**src/rtl/rx_buffer_manager_if.sv**
```systemverilog
// Bus bundle between the USB RX control unit / host read side and the
// packet-aware byte buffer. The buffer itself is the slave.
interface rx_buffer_manager_if #(
  parameter int ADDR_W = 6
);
  logic              rx_store;
  logic [7:0]        rx_data;
  logic              rx_commit;
  logic              rx_abort;
  logic              flush;
  logic              host_read;
  logic [7:0]        host_data;
  logic              data_available;
  logic [ADDR_W:0]   committed_count;
  logic [ADDR_W:0]   pending_count;
  logic              buffer_full;
  logic              rx_overflow_err;
  logic              rd_underflow_err;
  logic              rx_busy;

  modport slave (
    input  rx_store, rx_data, rx_commit, rx_abort, flush, host_read,
    output host_data, data_available, committed_count, pending_count,
           buffer_full, rx_overflow_err, rd_underflow_err, rx_busy
  );

  modport master (
    output rx_store, rx_data, rx_commit, rx_abort, flush, host_read,
    input  host_data, data_available, committed_count, pending_count,
           buffer_full, rx_overflow_err, rd_underflow_err, rx_busy
  );
endinterface

```
**src/rtl/rx_buffer_manager.sv**
```systemverilog
// Packet-aware RX byte buffer: tentative writes, commit/rollback, host reads.
//
// state        | meaning
// -------------+-------------------------------------------------------
// ST_IDLE      | no packet in progress, nothing pending
// ST_RECEIVING | bytes of the current packet are being stored (pending)
// ST_OVERFLOW  | packet hit a full buffer; drop bytes until commit/abort
module rx_buffer_manager #(
  parameter int DEPTH  = 64,
  parameter int ADDR_W = 6
) (
  input  logic                 clk,
  input  logic                 n_rst,
  rx_buffer_manager_if.slave   bus
);

  typedef logic [ADDR_W:0] ptr_t;
  typedef enum logic [1:0] {ST_IDLE, ST_RECEIVING, ST_OVERFLOW} state_t;

  localparam ptr_t PTR_ONE = ptr_t'(1);
  localparam ptr_t DEPTH_P = ptr_t'(DEPTH);

  logic [7:0] mem [DEPTH];

  ptr_t   wptr_q, cptr_q, rptr_q;
  state_t state_q;
  logic   ovf_err_q, und_err_q;

  ptr_t committed, pending, total, wptr_d;
  logic full, avail, store_ok, store_blocked, read_ok;

  // Occupancy from pointer differences; the wrap bit makes full vs empty unambiguous
  always_comb begin
    committed     = cptr_q - rptr_q;
    pending       = wptr_q - cptr_q;
    total         = wptr_q - rptr_q;
    full          = (total == DEPTH_P);
    avail         = (committed != '0);
    // Full check uses pre-edge pointers, so a same-cycle read frees nothing
    store_ok      = bus.rx_store && !full && (state_q != ST_OVERFLOW) && !bus.flush;
    store_blocked = bus.rx_store && full;
    read_ok       = bus.host_read && avail;
    wptr_d        = store_ok ? (wptr_q + PTR_ONE) : wptr_q;
  end

  // Storage array: no reset, written only for accepted bytes
  always_ff @(posedge clk) begin
    if (store_ok) mem[wptr_q[ADDR_W-1:0]] <= bus.rx_data;
  end

  // Packet FSM with pointers and registered error pulses; flush overrides everything
  always_ff @(posedge clk or negedge n_rst) begin
    if (!n_rst) begin
      wptr_q    <= '0;
      cptr_q    <= '0;
      rptr_q    <= '0;
      state_q   <= ST_IDLE;
      ovf_err_q <= 1'b0;
      und_err_q <= 1'b0;
    end else if (bus.flush) begin
      wptr_q    <= '0;
      cptr_q    <= '0;
      rptr_q    <= '0;
      state_q   <= ST_IDLE;
      ovf_err_q <= 1'b0;
      und_err_q <= 1'b0;
    end else begin
      ovf_err_q <= 1'b0;
      und_err_q <= bus.host_read && !avail;
      if (read_ok) rptr_q <= rptr_q + PTR_ONE;
      wptr_q <= wptr_d;
      case (state_q)
        ST_IDLE, ST_RECEIVING: begin
          // Abort wins over commit; a same-cycle stored byte is rolled back with it
          if (bus.rx_abort) begin
            wptr_q  <= cptr_q;
            state_q <= ST_IDLE;
          end else if (bus.rx_commit) begin
            cptr_q  <= wptr_d;
            state_q <= ST_IDLE;
          end else if (store_ok) begin
            state_q <= ST_RECEIVING;
          end else if (store_blocked) begin
            state_q <= ST_OVERFLOW;
          end
        end
        ST_OVERFLOW: begin
          // Whatever ends the packet, a truncated packet is never committed
          if (bus.rx_commit || bus.rx_abort) begin
            wptr_q    <= cptr_q;
            state_q   <= ST_IDLE;
            ovf_err_q <= 1'b1;
          end
        end
        default: state_q <= ST_IDLE;
      endcase
    end
  end

  // First-word fall-through read and status outputs
  always_comb begin
    bus.host_data        = mem[rptr_q[ADDR_W-1:0]];
    bus.data_available   = avail;
    bus.committed_count  = committed;
    bus.pending_count    = pending;
    bus.buffer_full      = full;
    bus.rx_overflow_err  = ovf_err_q;
    bus.rd_underflow_err = und_err_q;
    bus.rx_busy          = (state_q != ST_IDLE);
  end

endmodule

```
**src/flat_wrapper.sv**
```systemverilog
// flat-port wrapper written by rule: the top's interface ports become plain ports
module rx_buffer_manager_flat 
#(
  parameter int DEPTH  = 64,
  parameter int ADDR_W = 6
)
  (clk, n_rst, bus_rx_store, bus_rx_data, bus_rx_commit, bus_rx_abort, bus_flush, bus_host_read, bus_host_data, bus_data_available, bus_committed_count, bus_pending_count, bus_buffer_full, bus_rx_overflow_err, bus_rd_underflow_err, bus_rx_busy);
  rx_buffer_manager_if #(.ADDR_W(ADDR_W)) bus_i ();
  input  logic clk;
  input  logic n_rst;
  input wire logic [$bits(bus_i.rx_store)-1:0] bus_rx_store;
  input wire logic [$bits(bus_i.rx_data)-1:0] bus_rx_data;
  input wire logic [$bits(bus_i.rx_commit)-1:0] bus_rx_commit;
  input wire logic [$bits(bus_i.rx_abort)-1:0] bus_rx_abort;
  input wire logic [$bits(bus_i.flush)-1:0] bus_flush;
  input wire logic [$bits(bus_i.host_read)-1:0] bus_host_read;
  output wire logic [$bits(bus_i.host_data)-1:0] bus_host_data;
  output wire logic [$bits(bus_i.data_available)-1:0] bus_data_available;
  output wire logic [$bits(bus_i.committed_count)-1:0] bus_committed_count;
  output wire logic [$bits(bus_i.pending_count)-1:0] bus_pending_count;
  output wire logic [$bits(bus_i.buffer_full)-1:0] bus_buffer_full;
  output wire logic [$bits(bus_i.rx_overflow_err)-1:0] bus_rx_overflow_err;
  output wire logic [$bits(bus_i.rd_underflow_err)-1:0] bus_rd_underflow_err;
  output wire logic [$bits(bus_i.rx_busy)-1:0] bus_rx_busy;
  assign bus_i.rx_store = bus_rx_store;
  assign bus_i.rx_data = bus_rx_data;
  assign bus_i.rx_commit = bus_rx_commit;
  assign bus_i.rx_abort = bus_rx_abort;
  assign bus_i.flush = bus_flush;
  assign bus_i.host_read = bus_host_read;
  assign bus_host_data = bus_i.host_data;
  assign bus_data_available = bus_i.data_available;
  assign bus_committed_count = bus_i.committed_count;
  assign bus_pending_count = bus_i.pending_count;
  assign bus_buffer_full = bus_i.buffer_full;
  assign bus_rx_overflow_err = bus_i.rx_overflow_err;
  assign bus_rd_underflow_err = bus_i.rd_underflow_err;
  assign bus_rx_busy = bus_i.rx_busy;
  rx_buffer_manager #(.DEPTH(DEPTH), .ADDR_W(ADDR_W)) u_core (.clk(clk), .n_rst(n_rst), .bus(bus_i));
endmodule
```
**config.mk**
```make
export PLATFORM = sky130hd
export DESIGN_NAME = rx_buffer_manager_flat
export DESIGN_NICKNAME = d
export VERILOG_FILES = /design/src/rtl/rx_buffer_manager_if.sv /design/src/rtl/rx_buffer_manager.sv /design/src/flat_wrapper.sv
export SDC_FILE = /design/constraint.sdc
export NUM_CORES = 1
export LEC_CHECK = 0
export CAP_MARGIN = 5
export CELL_PAD_IN_SITES_DETAIL_PLACEMENT = 1
export CELL_PAD_IN_SITES_GLOBAL_PLACEMENT = 1
export CORE_ASPECT_RATIO = 1.25
export CORE_MARGIN = 2
export CORE_UTILIZATION = 40
export DETAILED_ROUTE_END_ITERATION = 8
export PLACE_DENSITY = 0.67
export SLEW_MARGIN = 40
export SYNTH_ARGS = -nofsm -noshare
export SYNTH_HDL_FRONTEND = slang
export SYNTH_SLANG_ARGS = --single-unit
```
**constraint.sdc**
```tcl
create_clock -name clk -period 4.1 [get_ports clk]
set_input_delay 0.82 -clock clk [delete_from_list [all_inputs] [get_ports clk]]
set_output_delay 0.82 -clock clk [all_outputs]
set_load 0.01 [all_outputs]
```
; ---- Word level (Yosys, flattened, before mapping)
; Memories as Yosys holds them, arrays and structs flattened.
; Index checks and enable logic that the tools add are counted.
; W data, S select, Z words.
[op_classes]
addsub = 5
n_eq_ne = 7
n_mux = 24
n_reduce_logical = 19
[ops]
columns = operator, n
row1 = $mux W7, 10
row2 = $sub A7 B7 Y7, 3
row3 = $add A7 B1 Y7 const B, 2
row4 = $pmux W7 S2, 1
row5 = $mux W2, 6
row6 = $reduce_bool A2 Y1, 4
row7 = $eq A7 B7 Y1 const B, 1
row8 = $reduce_bool A7 Y1, 1
row9 = $logic_and A1 B1 Y1, 6
row10 = $mux W1, 6
row11 = $ne A6 B4 Y1 const B, 1
row12 = $pmux W2 S2, 1
row13 = $logic_not A1 Y1, 3
row14 = $ne A3 B2 Y1 const B, 1
row15 = $reduce_and A3 Y1, 1
row16 = $eq A2 B1 Y1 const B, 1
row17 = $eq A2 B2 Y1 const B, 1
row18 = $logic_not A2 Y1, 1
row19 = $ne A2 B1 Y1 const B, 1
row20 = $ne A2 B2 Y1 const B, 1
row21 = $reduce_and A2 Y1, 1
row22 = $reduce_or A2 Y1, 1
row23 = $logic_or A1 B1 Y1, 1
[totals]
register_bits = 25
ramBits = 512
input_bits = 15
wordCells = 62
memories = 1
[mem_list]
columns = memory, depth, word_bits, rd, rd_ports_with_merged_regs, wr, line_no
row1 = u_core.mem, 64, 8, 1, 0, 1, rx_buffer_manager.sv:23  ; logic [7:0] mem [DEPTH];

; ---- Depth between registers and ports, before layout
; Gate-level depths: netlist (run 1).
[depth]
word_depth = 11
ltp_mapped = 12
depth_no_buf = 10

; ---- Least setup slack after synthesis (run 1)
; Ideal clock, no wire load.
[synth_timing]
path_type = register to register
from = register u_core.rptr_q[3]
to = memory u_core.mem[36][0] (enable)
setup_time_ns = 0.370
t_arrival_ns = 3.262
t_required_ns = 3.730
setup_slack_ns = 0.467
path_stages_with_launch = 11
synth_period_minus_slack_ns = 3.633
path_cell_list = dfrtp_1 -> inv_2 -> buf_1 -> ha_1 -> o21a_1 -> o22ai_1 -> or3_4 -> and4_1 -> nor4_4 -> nand2_1 -> nor2_1
[synth_between]
elab_chain_cells = 8
[synth_lines]
columns = item, line_no
row1 = from (decl), rx_buffer_manager.sv:25  ; ptr_t wptr_q, cptr_q, rptr_q;
row2 = from (signal assigned), rx_buffer_manager.sv:70  ; if (read_ok) rptr_q <= rptr_q + PTR_ONE;
row3 = $sub A7 B7 Y7, rx_buffer_manager.sv:36  ; total = wptr_q - rptr_q;
row4 = $eq A7 B7 Y1, rx_buffer_manager.sv:37  ; full = (total == DEPTH_P);
row5 = named net bus_buffer_full, flat_wrapper.sv:21  ; output wire logic [$bits(bus_i.buffer_full)-1:0] bus_buffer_full;
row6 = $logic_not A1 Y1, rx_buffer_manager.sv:40  ; store_ok = bus.rx_store && !full && (state_q != ST_OVERFLOW) && !bus.flush;
row7 = $logic_and A1 B1 Y1 (3 in series), rx_buffer_manager.sv:40
row8 = $mux W1, rx_buffer_manager.sv:48  ; if (store_ok) mem[wptr_q[ADDR_W-1:0]] <= bus.rx_data;
row9 = $mux W1 (implied by the code), rx_buffer_manager.sv:48
row10 = to (decl), rx_buffer_manager.sv:23
; The timed path passes the listed nets, and every way through them passes these cells.

; ---- Worst setup path in the final report (run 1)
[layout_timing]
from = register u_core.rptr_q[0]
to = output port bus_host_data[2]
[layout_between]
elab_chain_cells = 1
[layout_lines]
columns = item, line_no
row1 = $mem_v2 Z64 W8, --
row2 = to (decl), flat_wrapper.sv:17  ; output wire logic [$bits(bus_i.host_data)-1:0] bus_host_data;
; No other way between the ends.

==> results of run 1 <==
## cells in the mapped netlist, types with 9 or more instances
master / instances / area share [%]
sky130_fd_sc_hd__a211oi_1: 14 / 0.48
sky130_fd_sc_hd__a21oi_1: 9 / 0.21
sky130_fd_sc_hd__buf_1: 13 / 0.22
sky130_fd_sc_hd__buf_2: 17 / 0.39
sky130_fd_sc_hd__clkbuf_1: 16 / 0.27
sky130_fd_sc_hd__dfrtp_1: 25 / 2.8
sky130_fd_sc_hd__edfxtp_1: 512 / 70
sky130_fd_sc_hd__ha_1: 20 / 1.1
sky130_fd_sc_hd__inv_1: 17 / 0.29
sky130_fd_sc_hd__mux2i_1: 74 / 3.4
sky130_fd_sc_hd__mux4_2: 144 / 15
sky130_fd_sc_hd__nand2_1: 17 / 0.29
sky130_fd_sc_hd__nor2_1: 94 / 1.6
sky130_fd_sc_hd__xnor2_1: 11 / 0.44
## cells by family after synthesis
logic type                 Yosys count
and+or+nand+nor                    170
AOI/OAI and AO/OA                   56
DFF                                537
xor gates and xnor gates            18
adders and majority gates           22
muxes                              219
buffers and inverters               70
## area by class of cell
cell class | instances | area share (%)
multi-input cells | 485 | 22.4
inverters | 21 | 0.317
clock inverters | 22 | 0.629
diodes | 1 | 0.00975
clock buffers | 71 | 5.51
repair buffers | 153 | 5.16
flip-flops and latches | 537 | 62.4
well taps | 735 | 3.58
## worst min-delay path by stage
stage,start,end,slack (ns),depth (start not counted)
after floorplan,u_core.state_q[1]$_DFFE_PN0P_,u_core.state_q[0]$_DFFE_PN0P_,0.50,1
after global placement,u_core.state_q[1]$_DFFE_PN0P_,u_core.state_q[0]$_DFFE_PN0P_,0.54,1
after detailed placement,u_core.state_q[1]$_DFFE_PN0P_,u_core.state_q[0]$_DFFE_PN0P_,0.55,1
after CTS,u_core.state_q[1]$_DFFE_PN0P_,u_core.state_q[0]$_DFFE_PN0P_,0.58,1
after global routing,n_rst,u_core.state_q[1]$_DFFE_PN0P_,0.16,1
final,n_rst,u_core.state_q[1]$_DFFE_PN0P_,0.15,1
## power by group
part           leakage [nW]  internal (mW)  switching, mW
Sequential             4.94           6.03         0.0279
Clock                 0.761           2.53           1.98
Combinational          2.93          0.576          0.665
## worst max-delay path: cells and delay by family, from the launching register on
kind | cells | cell delay [ns]
multiplexers | 4 | 1.26
buffers and inverters | 4 | 0.78
flip-flops | 1 | 0.53
## flip-flops by register name, summed over array words and instances (netlist names)
signal                       count
u_core.mem                     512
u_core.cptr_q                    7
u_core.rptr_q                    7
u_core.wptr_q                    7
u_core.state_q                   2
u_core.bus.rd_underflow_err      1
u_core.bus.rx_overflow_err       1
## layer usage
metal / vias to the layer above / wire (um) / global-route usage, %
li1: 4779 / - / -
met5: - / 0 / 0
met4: 0 / 1570 / 6.04
met1: 5846 / 22000 / 25.6
met3: 82 / 2320 / 2.93
met2: 261 / 27100 / 32.6
## stage by stage
step,setup WS [ns],util (%)
after global placement,0.115,43.7
after CTS,-0.124,46.9
after floorplan,0.467,-
after detailed placement,0.128,43.8
final,0.121,47.0
after global routing,0.00201,47.0
## repair_timing
item | in CTS | in global routing
setup buffers | 10 | 1
endpoints found under the setup margin | 11 | 5
hold buffers | 0 | 0
gates resized for setup | 28 | 10
pin swaps | 4 | 5
gates cloned | 0 | 0
## cells in the final DEF, fill, tap and decap left out, drive strengths merged, types with 8 or more instances in the layout
cell type,count
buf,121
clkdlybuf4s50,21
dfrtp,25
o21ai,8
a211oi,15
nand2,17
clkinv,19
xnor2,11
edfxtp,512
a21oi,9
mux4,144
nor2,94
nor2b,8
ha,20
inv,21
or3,9
clkbuf,71
mux2i,74
dlygate4sd2,8
==> flow_metrics.py, run 1 <==
metrics = {
    "outcome": {
        "status": "finished clean",
    },
    "finish": {
        "final.fill_count": 5042,
        "layout-drive-gt1-share_pct": 28.4,
        "layout-area-overhead-vs-synth_pct": 16.8,
        "design.final.nets": 1287,
        "layout.area.seq_um2": 16000,
        "multiInputGateArea_um2": 5760,
        "fin_area_um2": 25700,
        "finalNonFillerCells": 2025,
    },
    "sta": {
        "finalHoldViolations": 0,
        "totalNegativeSetupSlack_ns": 0,
        "finalHoldWorstSlack_ns": 0.152,
        "max-slew-margin-rel_pct": 45.2,
        "min_period_ns": 3.98,
        "worst_clock_skew_ns": 0.0229,
        "clock.fmax_ghz": 0.251,
        "timing_max_transition_violations_final": 0,
        "worst_pin_slew_ns": 0.820,
        "rsz0062_at_grt": "false",
        "finalSetupViolations": 0,
        "timing.final.crit_share_pct": 97.1,
    },
    "min_path": {
        "worst_hold_path_type": "in2async",
    },
    "logic_synthesis": {
        "synthXorXnorAreaFrac_pct": 0.718,
        "yosys.area_share.adder_pct": 1.32,
        "muxShareOfSynthArea_pct": 18.2,
        "compound_gate_fraction_of_synth_area_pct": 1.93,
        "synth_seq_cells": 537,
        "synth_nets": 1129,
        "synthCells": 1092,
        "synth.lib_cells_used.distinct": 54,
        "synth_area_per_cell_um2": 20.1,
        "syn_area_um2": 22000,
        "synth_enable_flop_cells": 512,
        "synth_flop_cell": "sky130_fd_sc_hd__edfxtp_1",
        "number_of_warning_messages_in_the_yosys_log": 0,
        "synth_top_family_by_area": "multiplexers",
        "synth_seq_area_share_pct": 72.8,
        "synth-async-reset-ratio_pct": 4.66,
        "synth_simple_gate_area_share_pct": 3.67,
    },
    "placement": {
        "numPortBuffers": 41,
        "detailed_place.area_um2": 23900,
        "globalplace.congestion": 0.796,
        "placedCellCount": 1920,
        "detailed_placer_s_ending_hpwl_um": 34300,
    },
    "floorplanning": {
        "die_area_um2": 56800,
        "dieWidth_um": 214,
        "chipHeight_um": 266,
        "io_pins": 42,
        "placementRows": 96,
        "floorplan.initialDensity_pct": 40.2,
        "core_region_area_um2": 54700,
    },
    "critical_path": {
        "critical-path-max-stage-delay_ns": 0.56,
        "worstReg2RegEnd": "u_core.mem[7][2]$_DFFE_PP_",
        "crit_path_launch": "u_core.rptr_q[0]$_DFFE_PN0P_",
        "setup.worst_path.start_class": "register",
        "critical-path-slowest-cell": "sky130_fd_sc_hd__mux4_2",
        "worst_ep_arrival_time_ns": 3.16,
        "rr_startpoint": "u_core.rptr_q[0]$_DFFE_PN0P_",
        "critical_path_required_ns": 3.28,
        "worst-r2r-cell-count": 11,
        "critPathKind": "reg2out",
        "cp_cell_sequence": "buf_12 -> buf_12 -> buf_4 -> mux4_2 -> mux2i_1 -> mux4_2 -> mux2i_2 -> dlygate4sd2_1",
        "endpoint": "bus_host_data[2]",
        "endpoint_kind_of_the_worst_setup_timing_path": "output pin",
        "r2r_setup_slack_ns": 0.49,
        "crit_path_max_fanout": 10,
    },
    "global_route": {
        "number_of_global_route_vias_before_repair": 11700,
        "remaining_global_route_overflow": 0,
        "groute.usage.overall_pct": 19.2,
        "grt_pass1_wl_um": 78800,
        "antenna_found_initial": 0,
        "grt_max_degree": 65,
    },
    "route": {
        "route.detailed.drc": 0,
        "first_pass_iters": 5,
        "postRouteAntennaNets": 0,
        "drt-wirelength-per-cell_um": 26.2,
        "via_per_inst": 5.42,
        "route.final.wire_length_um": 53000,
        "detailedRoute.firstIterationViolations": 1014,
        "vias": 11000,
    },
    "power": {
        "peakVddDrop_mv": 0.343,
        "cellLeakagePower_nw": 8.63,
        "power_density_nw_per_um2": 460,
        "p_total_mw": 11.8,
    },
    "cts": {
        "cts_buffer_depth": 3,
        "clk-insertion-delay-late_ns": 0.61,
        "tritoncts_num_sinks": 537,
        "cts-buffers-inserted": 52,
        "cts_clock_pin_slew_for_the_worst_setup_and_hold_paths_ns": 0.06,
        "clock_h_tree_levels": 2,
        "cts-root-buf": "sky130_fd_sc_hd__clkbuf_16",
        "cts_tree": "done",
    },
    "flow_run": {
        "maxcap_violations": 0,
    },
}
(Power assumes the default switching activity.)
==> inputs of run 2 (changes only) <==
--- a/config.mk
+++ b/config.mk
@@ -11,6 +11,7 @@
 export CORE_ASPECT_RATIO = 1.25
 export CORE_MARGIN = 2
 export CORE_UTILIZATION = 40
+export CTS_BUF_LIST = sky130_fd_sc_hd__clkbuf_8
 export DETAILED_ROUTE_END_ITERATION = 8
 export PLACE_DENSITY = 0.67
 export SLEW_MARGIN = 40
==> constraint.sdc (replaced) <==
create_clock -name clk -period 4.1 [get_ports clk]
set_input_delay 0.615 -clock clk [delete_from_list [all_inputs] [get_ports clk]]
set_output_delay 0.615 -clock clk [all_outputs]
set_load 0.05 [all_outputs]
==> run 2 against run 1 <==
Compared with the run above: core utilization down 0.26 points; global-route usage down 0.13 points; register-to-register slack about the same; final area is 0.56% lower; worst setup slack improved by 0.035 ns; cell count increased by 1.9%; die area is the same; critical endpoint is now bus_host_data[5]; largest cell class unchanged; count of clock-buffer cells in the layout increased by 16; sequential power barely moved; clock skew decreased by 0.0037 ns; clock power fell by 5.8%; hold slack improved by 0.24 ns; highest routed layer unchanged.
==> flow_metrics.py, run 2 (synthesis results as in run 1) <==
metrics = {
    "floorplanning": {
        "io_pins": 42,
        "placementRows": 96,
        "die_area_um2": 56800,
        "floorplan.initialDensity_pct": 40.2,
        "chipHeight_um": 266,
        "dieWidth_um": 214,
        "core_region_area_um2": 54700,
    },
    "route": {
        "via_per_inst": 5.36,
        "drt-wirelength-per-cell_um": 25.2,
        "drt-met1-wl_um": 21400,
        "route.final.wire_length_um": 52100,
        "detailedRoute.firstIterationViolations": 900,
        "first_pass_iters": 5,
        "wl_met2_um": 26300,
        "vias": 11100,
        "postRouteAntennaNets": 0,
        "routed-wl-met3_um": 2790,
        "dr.max_layer_used": "met4",
        "route.detailed.drc": 0,
    },
    "critical_path": {
        "critical-path-slowest-cell": "sky130_fd_sc_hd__mux4_2",
        "critical-path-max-stage-delay_ns": 0.60,
        "cp_cell_sequence": "buf_16 -> mux4_2 -> mux2i_1 -> mux4_2 -> mux2i_1 -> buf_12",
        "crit_path_max_fanout": 40,
        "endpoint_kind_of_the_worst_setup_timing_path": "output pin",
        "critical_path_required_ns": 3.48,
        "critPathKind": "reg2out",
        "worst_ep_arrival_time_ns": 3.33,
        "setup.worst_path.start_class": "register",
    },
    "global_route": {
        "grt_max_degree": 68,
        "remaining_global_route_overflow": 0,
        "groute.usage.overall_pct": 19.1,
        "number_of_global_route_vias_before_repair": 12000,
        "grt_pass1_wl_um": 78500,
        "antenna_found_initial": 1,
    },
    "sta": {
        "timing.final.crit_share_pct": 96.2,
        "rsz0062_at_grt": "false",
        "finalHoldViolations": 0,
        "timing_max_transition_violations_final": 0,
        "clock.fmax_ghz": 0.254,
        "worst_clock_skew_ns": 0.0192,
        "worst_pin_slew_ns": 0.832,
        "max-slew-margin-rel_pct": 44.5,
        "min_period_ns": 3.94,
        "totalNegativeSetupSlack_ns": 0,
        "finalSetupViolations": 0,
    },
    "finish": {
        "layout-area-overhead-vs-synth_pct": 16.2,
        "final.fill_count": 5097,
        "layout-drive-gt1-share_pct": 29.5,
        "mostFrequentLayoutCells": "sky130_fd_sc_hd__edfxtp_1, sky130_fd_sc_hd__mux4_2, sky130_fd_sc_hd__nor2_1",
        "layout.area.seq_um2": 16000,
        "layout_commonest_cell": "sky130_fd_sc_hd__edfxtp_1",
        "multiInputGateArea_um2": 5690,
        "fin_util_pct": 46.7,
        "finalNonFillerCells": 2064,
        "design.final.nets": 1301,
        "largest_register_ffs": 512,
    },
    "placement": {
        "placedCellCount": 1907,
        "numPortBuffers": 41,
        "detailed_placer_s_ending_hpwl_um": 32500,
        "globalplace.congestion": 0.783,
    },
    "min_path": {
        "worst_hold_path_type": "in2async",
    },
    "flow_run": {
        "maxcap_violations": 0,
    },
    "cts": {
        "cts_clock_pin_slew_for_the_worst_setup_and_hold_paths_ns": 0.07,
        "cts-buffers-inserted": 84,
        "tritoncts_num_sinks": 537,
        "cts_tree": "done",
        "clk-insertion-delay-late_ns": 0.67,
        "cts_buffer_depth": 3,
        "clock_h_tree_levels": 3,
        "cts-root-buf": "sky130_fd_sc_hd__clkbuf_8",
    },
    "power": {
        "peakVddDrop_mv": 0.200,
        "cellLeakagePower_nw": 8.67,
        "power_density_nw_per_um2": 458,
    },
    "outcome": {
        "status": "finished clean",
    },
}
[run 2: cell types whose count changed in the layout (fill, tap and decap cells not counted), moves of 3 or more]
cell                              delta
sky130_fd_sc_hd__buf_12              +7
sky130_fd_sc_hd__clkbuf_16          -54
sky130_fd_sc_hd__buf_4              -17
sky130_fd_sc_hd__clkinv_2           +10
sky130_fd_sc_hd__clkinvlp_4          +3
sky130_fd_sc_hd__clkinv_1            +5
sky130_fd_sc_hd__dlygate4sd2_1       -7
sky130_fd_sc_hd__inv_1              +24
sky130_fd_sc_hd__clkbuf_8           +87
sky130_fd_sc_hd__mux2i_1             +9
sky130_fd_sc_hd__clkbuf_1           -17
sky130_fd_sc_hd__mux2i_2             -8
sky130_fd_sc_hd__clkdlybuf4s50_1     -6
[run 2: final timing paths]
| kind | start | to | slack [ns] | cells past startpoint |
|---|---|---|---|---|
| min in group clk | bus_rx_data[6] | u_core.mem[0][6]$_DFFE_PP_ | 0.42 | 1 |
| worst min register to register | u_core.state_q[1]$_DFFE_PN0P_ | u_core.state_q[0]$_DFFE_PN0P_ | 0.55 | 1 |
| worst min-delay path | n_rst | u_core.cptr_q[4]$_DFFE_PN0P_ | 0.39 | 2 |
| worst max-delay path | u_core.rptr_q[0]$_DFFE_PN0P_ | bus_host_data[5] | 0.16 | 6 |
| worst max register to register | u_core.wptr_q[2]$_DFF_PN0_ | u_core.mem[20][3]$_DFFE_PP_ | 0.49 | 9 |
| max in group asynchronous | n_rst | u_core.rptr_q[0]$_DFFE_PN0P_ | 3.19 | 3 |
[run 2: layout make-up]
class | count | share of cell area [%]
sequential | 537 | 62.7
multi-input combinational | 485 | 22.3
timing repair buffer | 135 | 5.00
clock buffer | 87 | 4.69
tap | 735 | 3.60
clock inverter | 63 | 1.38
inverter | 21 | 0.309
antenna | 1 | 0.00980
[run 2: per-stage QoR]
stage	total power, mW	worst slack [ns]	area [um^2]	hold WS (ns)
global placement	7.54	0.645	23900	0.547
detailed placement	7.56	0.511	23900	0.549
global route	12.1	0.0258	25500	0.408
CTS	11.8	0.00399	25500	0.369
floorplan	7.03	0.280	22000	0.319
finish	11.7	0.156	25500	0.391
[run 2: what timing repair did]
action	4_1_cts	5_1_grt
hold buffers	0	1
hold endpoints to repair	0	14
cloned	0	0
gates resized for setup	5	7
setup buffers	0	5
setup endpoints to repair	4	4
pin swaps	0	0
[run 2: worst max-delay path: cells and delay by family (launching register included)]
kind	cells	cell delay [ns]
multiplexers	4	1.47
buffers and inverters	2	0.52
flip-flops	1	0.59
[run 2: where the power goes]
part / switching (mW) / internal (mW) / total [mW]
sequential: 0.0322 / 6.04 / 6.07
combinational: 0.809 / 0.569 / 1.38
clock: 2.09 / 2.16 / 4.25
[run 2: per-layer routing]
| layer | vias to the layer above | track usage [%] |
|---|---|---|
| met5 | - | 0 |
| met4 | 0 | 7.73 |
| met3 | 77 | 3.70 |
| met2 | 311 | 31.7 |
| met1 | 5849 | 24.8 |
| li1 | 4823 | - |
==> inputs of run 3 (changes only) <==
--- a/config.mk
+++ b/config.mk
@@ -9,11 +9,11 @@
 export CELL_PAD_IN_SITES_DETAIL_PLACEMENT = 1
 export CELL_PAD_IN_SITES_GLOBAL_PLACEMENT = 1
 export CORE_ASPECT_RATIO = 1.25
-export CORE_MARGIN = 2
+export CORE_MARGIN = 1.5
 export CORE_UTILIZATION = 40
 export CTS_BUF_LIST = sky130_fd_sc_hd__clkbuf_8
 export DETAILED_ROUTE_END_ITERATION = 8
-export PLACE_DENSITY = 0.67
+export PLACE_DENSITY = 0.62
 export SLEW_MARGIN = 40
 export SYNTH_ARGS = -nofsm -noshare
 export SYNTH_HDL_FRONTEND = slang
==> constraint.sdc (replaced) <==
create_clock -name clk -period 3.3 [get_ports clk]
set_input_delay 0.495 -clock clk [delete_from_list [all_inputs] [get_ports clk]]
set_output_delay 0.495 -clock clk [all_outputs]
set_load 0.05 [all_outputs]
==> run 3 against run 2 <==
Compared with the run above: the flow now finishes with violations (setup timing); core utilization increased by 2.2 points; first-iteration DRC count fell by 17%; clock skew increased by 0.0030 ns; global-route usage rose by 1.5 points; non-clock buffer count rose by 21; via count is 1.9% higher; critical path depth increased by 2; flip-flop and latch count stayed put; critical path type unchanged; largest cell class unchanged.
==> flow_metrics.py, run 3 (synthesis results as in run 1) <==
metrics = {
    "power": {
        "cellLeakagePower_nw": 8.83,
        "clockPowerShare_pct": 34.5,
        "switching_share_pct": 25.8,
        "switching_power_mw": 3.79,
        "power.internal_mw": 10.9,
        "comb_power_share_pct": 14.2,
        "power.share.sequential_pct": 51.3,
        "peakVddDrop_mv": 0.412,
        "power_density_nw_per_um2": 556,
    },
    "global_route": {
        "grt_max_degree": 67,
        "grt_pass1_wl_um": 82100,
        "antenna_found_initial": 3,
        "number_of_global_route_vias_before_repair": 12100,
        "remaining_global_route_overflow": 0,
        "groute.usage.overall_pct": 20.6,
    },
    "sta": {
        "timing_max_transition_violations_final": 0,
        "max-slew-margin-rel_pct": 49.3,
        "finalHoldViolations": 0,
        "clock.fmax_ghz": 0.278,
        "timing.final.crit_share_pct": 109,
        "worst_pin_slew_ns": 0.760,
        "finalSetupViolations": 10,
        "worst_clock_skew_ns": 0.0222,
        "rsz0062_at_grt": "true",
        "finalWorstSetupSlack_ns": -0.297,
        "min_period_ns": 3.60,
        "finalHoldWorstSlack_ns": 0.308,
    },
    "route": {
        "detailedRoute.firstIterationViolations": 743,
        "postRouteAntennaNets": 0,
        "route.detailed.drc": 0,
        "via_per_inst": 5.44,
        "first_pass_iters": 5,
        "route.final.wire_length_um": 56100,
        "drt-wirelength-per-cell_um": 27.1,
        "vias": 11300,
    },
    "finish": {
        "finalNonFillerCells": 2074,
        "mostFrequentLayoutCells": "sky130_fd_sc_hd__edfxtp_1, sky130_fd_sc_hd__mux4_2, sky130_fd_sc_hd__buf_4",
        "layout_commonest_cell": "sky130_fd_sc_hd__edfxtp_1",
        "fin_util_pct": 48.9,
        "largest_register_ffs": 512,
        "layout-area-overhead-vs-synth_pct": 20.2,
        "design.final.nets": 1321,
        "layout-drive-gt1-share_pct": 36.1,
    },
    "critical_path": {
        "critical_path_required_ns": 2.80,
        "worst_ep_arrival_time_ns": 3.10,
        "critPathKind": "reg2out",
        "worst-r2r-cell-count": 9,
        "crit_path_max_fanout": 9,
        "endpoint_kind_of_the_worst_setup_timing_path": "output pin",
        "setup.worst_path.start_class": "register",
    },
    "floorplanning": {
        "dieWidth_um": 213,
        "io_pins": 42,
        "placementRows": 95,
        "floorplan.initialDensity_pct": 40.7,
        "die_area_um2": 56300,
        "chipHeight_um": 265,
        "core_region_area_um2": 54000,
    },
    "min_path": {
        "worst_hold_path_type": "in2async",
    },
    "placement": {
        "detailed_placer_s_ending_hpwl_um": 35000,
        "numPortBuffers": 41,
        "placedCellCount": 1903,
        "globalplace.congestion": 0.799,
    },
    "cts": {
        "tritoncts_num_sinks": 537,
        "cts_tree": "done",
        "clk-insertion-delay-late_ns": 0.67,
        "clock_h_tree_levels": 3,
        "cts_buffer_depth": 3,
        "cts-root-buf": "sky130_fd_sc_hd__clkbuf_8",
        "cts-buffers-inserted": 83,
        "cts_clock_pin_slew_for_the_worst_setup_and_hold_paths_ns": 0.06,
    },
    "outcome": {
        "failing_checks": "setup timing",
        "status": "finished with violations",
    },
    "flow_run": {
        "maxcap_violations": 0,
    },
}
run 3: cell types whose count changed in the layout (fill, tap and decap cells not counted), sizes merged, moves of 2 or more:
cell	before	now
buf	117	139
clkbuf	87	85
inv	45	47
clkdlybuf4s50	15	11
bufinv	3	1
run 3: final timing paths:
kind / start / to / slack, ns
max reg2reg: u_core.rptr_q[0]$_DFFE_PN0P_ / u_core.mem[6][7]$_DFFE_PP_ / 0.19
max: u_core.rptr_q[0]$_DFFE_PN0P_ / bus_host_data[5] / -0.30
max in group asynchronous: n_rst / u_core.wptr_q[1]$_DFF_PN0_ / 2.51
min reg2reg: u_core.state_q[1]$_DFFE_PN0P_ / u_core.state_q[0]$_DFFE_PN0P_ / 0.59
min in group clk: bus_rx_data[0] / u_core.mem[52][0]$_DFFE_PP_ / 0.31
min: n_rst / u_core.bus.rx_overflow_err$_DFF_PN0_ / 0.31
run 3: worst max-delay path: stages, from the launching register on:
cell,delay (ns)
sky130_fd_sc_hd__dfrtp_4,0.57
sky130_fd_sc_hd__buf_12,0.20
sky130_fd_sc_hd__buf_12,0.16
sky130_fd_sc_hd__mux4_2,0.34
sky130_fd_sc_hd__mux2i_1,0.11
sky130_fd_sc_hd__buf_4,0.18
sky130_fd_sc_hd__mux4_2,0.51
sky130_fd_sc_hd__mux2i_4,0.21
sky130_fd_sc_hd__buf_12,0.16
run 3: what timing repair did:
item                                    CTS  global route
pin swaps                                 4             7
hold endpoints to repair                 15             0
endpoints found under the setup margin   18           271
cloned                                    6             2
resized for setup                        58            19
hold buffers                              1             0
buffers inserted                          9             6
run 3: through the flow:
stage	setup slack [ns]	setup TNS (ns)	area, um^2	power, mW
finish	-0.297	-2.51	26400	14.7
CTS	-0.375	-3.61	26200	14.8
global placement	0.0893	0	24300	9.53
global route	-0.371	-3.36	26400	15.2
detailed placement	0.0803	0	24300	9.55
floorplan	0.00990	0	22300	8.77
run 3: final cells by class:
type	instances	area, um^2
Fill cell	5013	27600
Tap cell	727	910
Antenna cell	2	5.00
Timing Repair Buffer	156	1680
Inverter	21	87.6
Clock buffer	84	1160
Clock inverter	62	315
Sequential cell	537	16000
Multi-Input combinational cell	485	6250
run 3: layer usage:
| layer | track usage, % | vias to the layer above | part of all wire [%] |
|---|---|---|---|
| met2 | 34.0 | 320 | 51 |
| met4 | 7.48 | 2 | 2.5 |
| met3 | 4.84 | 81 | 5.9 |
| met1 | 26.7 | 5995 | 41 |
| li1 | - | 4875 | - |
| met5 | 0 | - | 0.016 |
run 3: power groups by stage:
stage	combinational [mW]	clock, mW	sequential (mW)
after floorplan	1.11	0	7.66
after global placement	1.86	0	7.67
after detailed placement	1.89	0	7.67
after CTS	2.07	5.23	7.53
after global routing	2.20	5.48	7.53
final	2.08	5.07	7.53
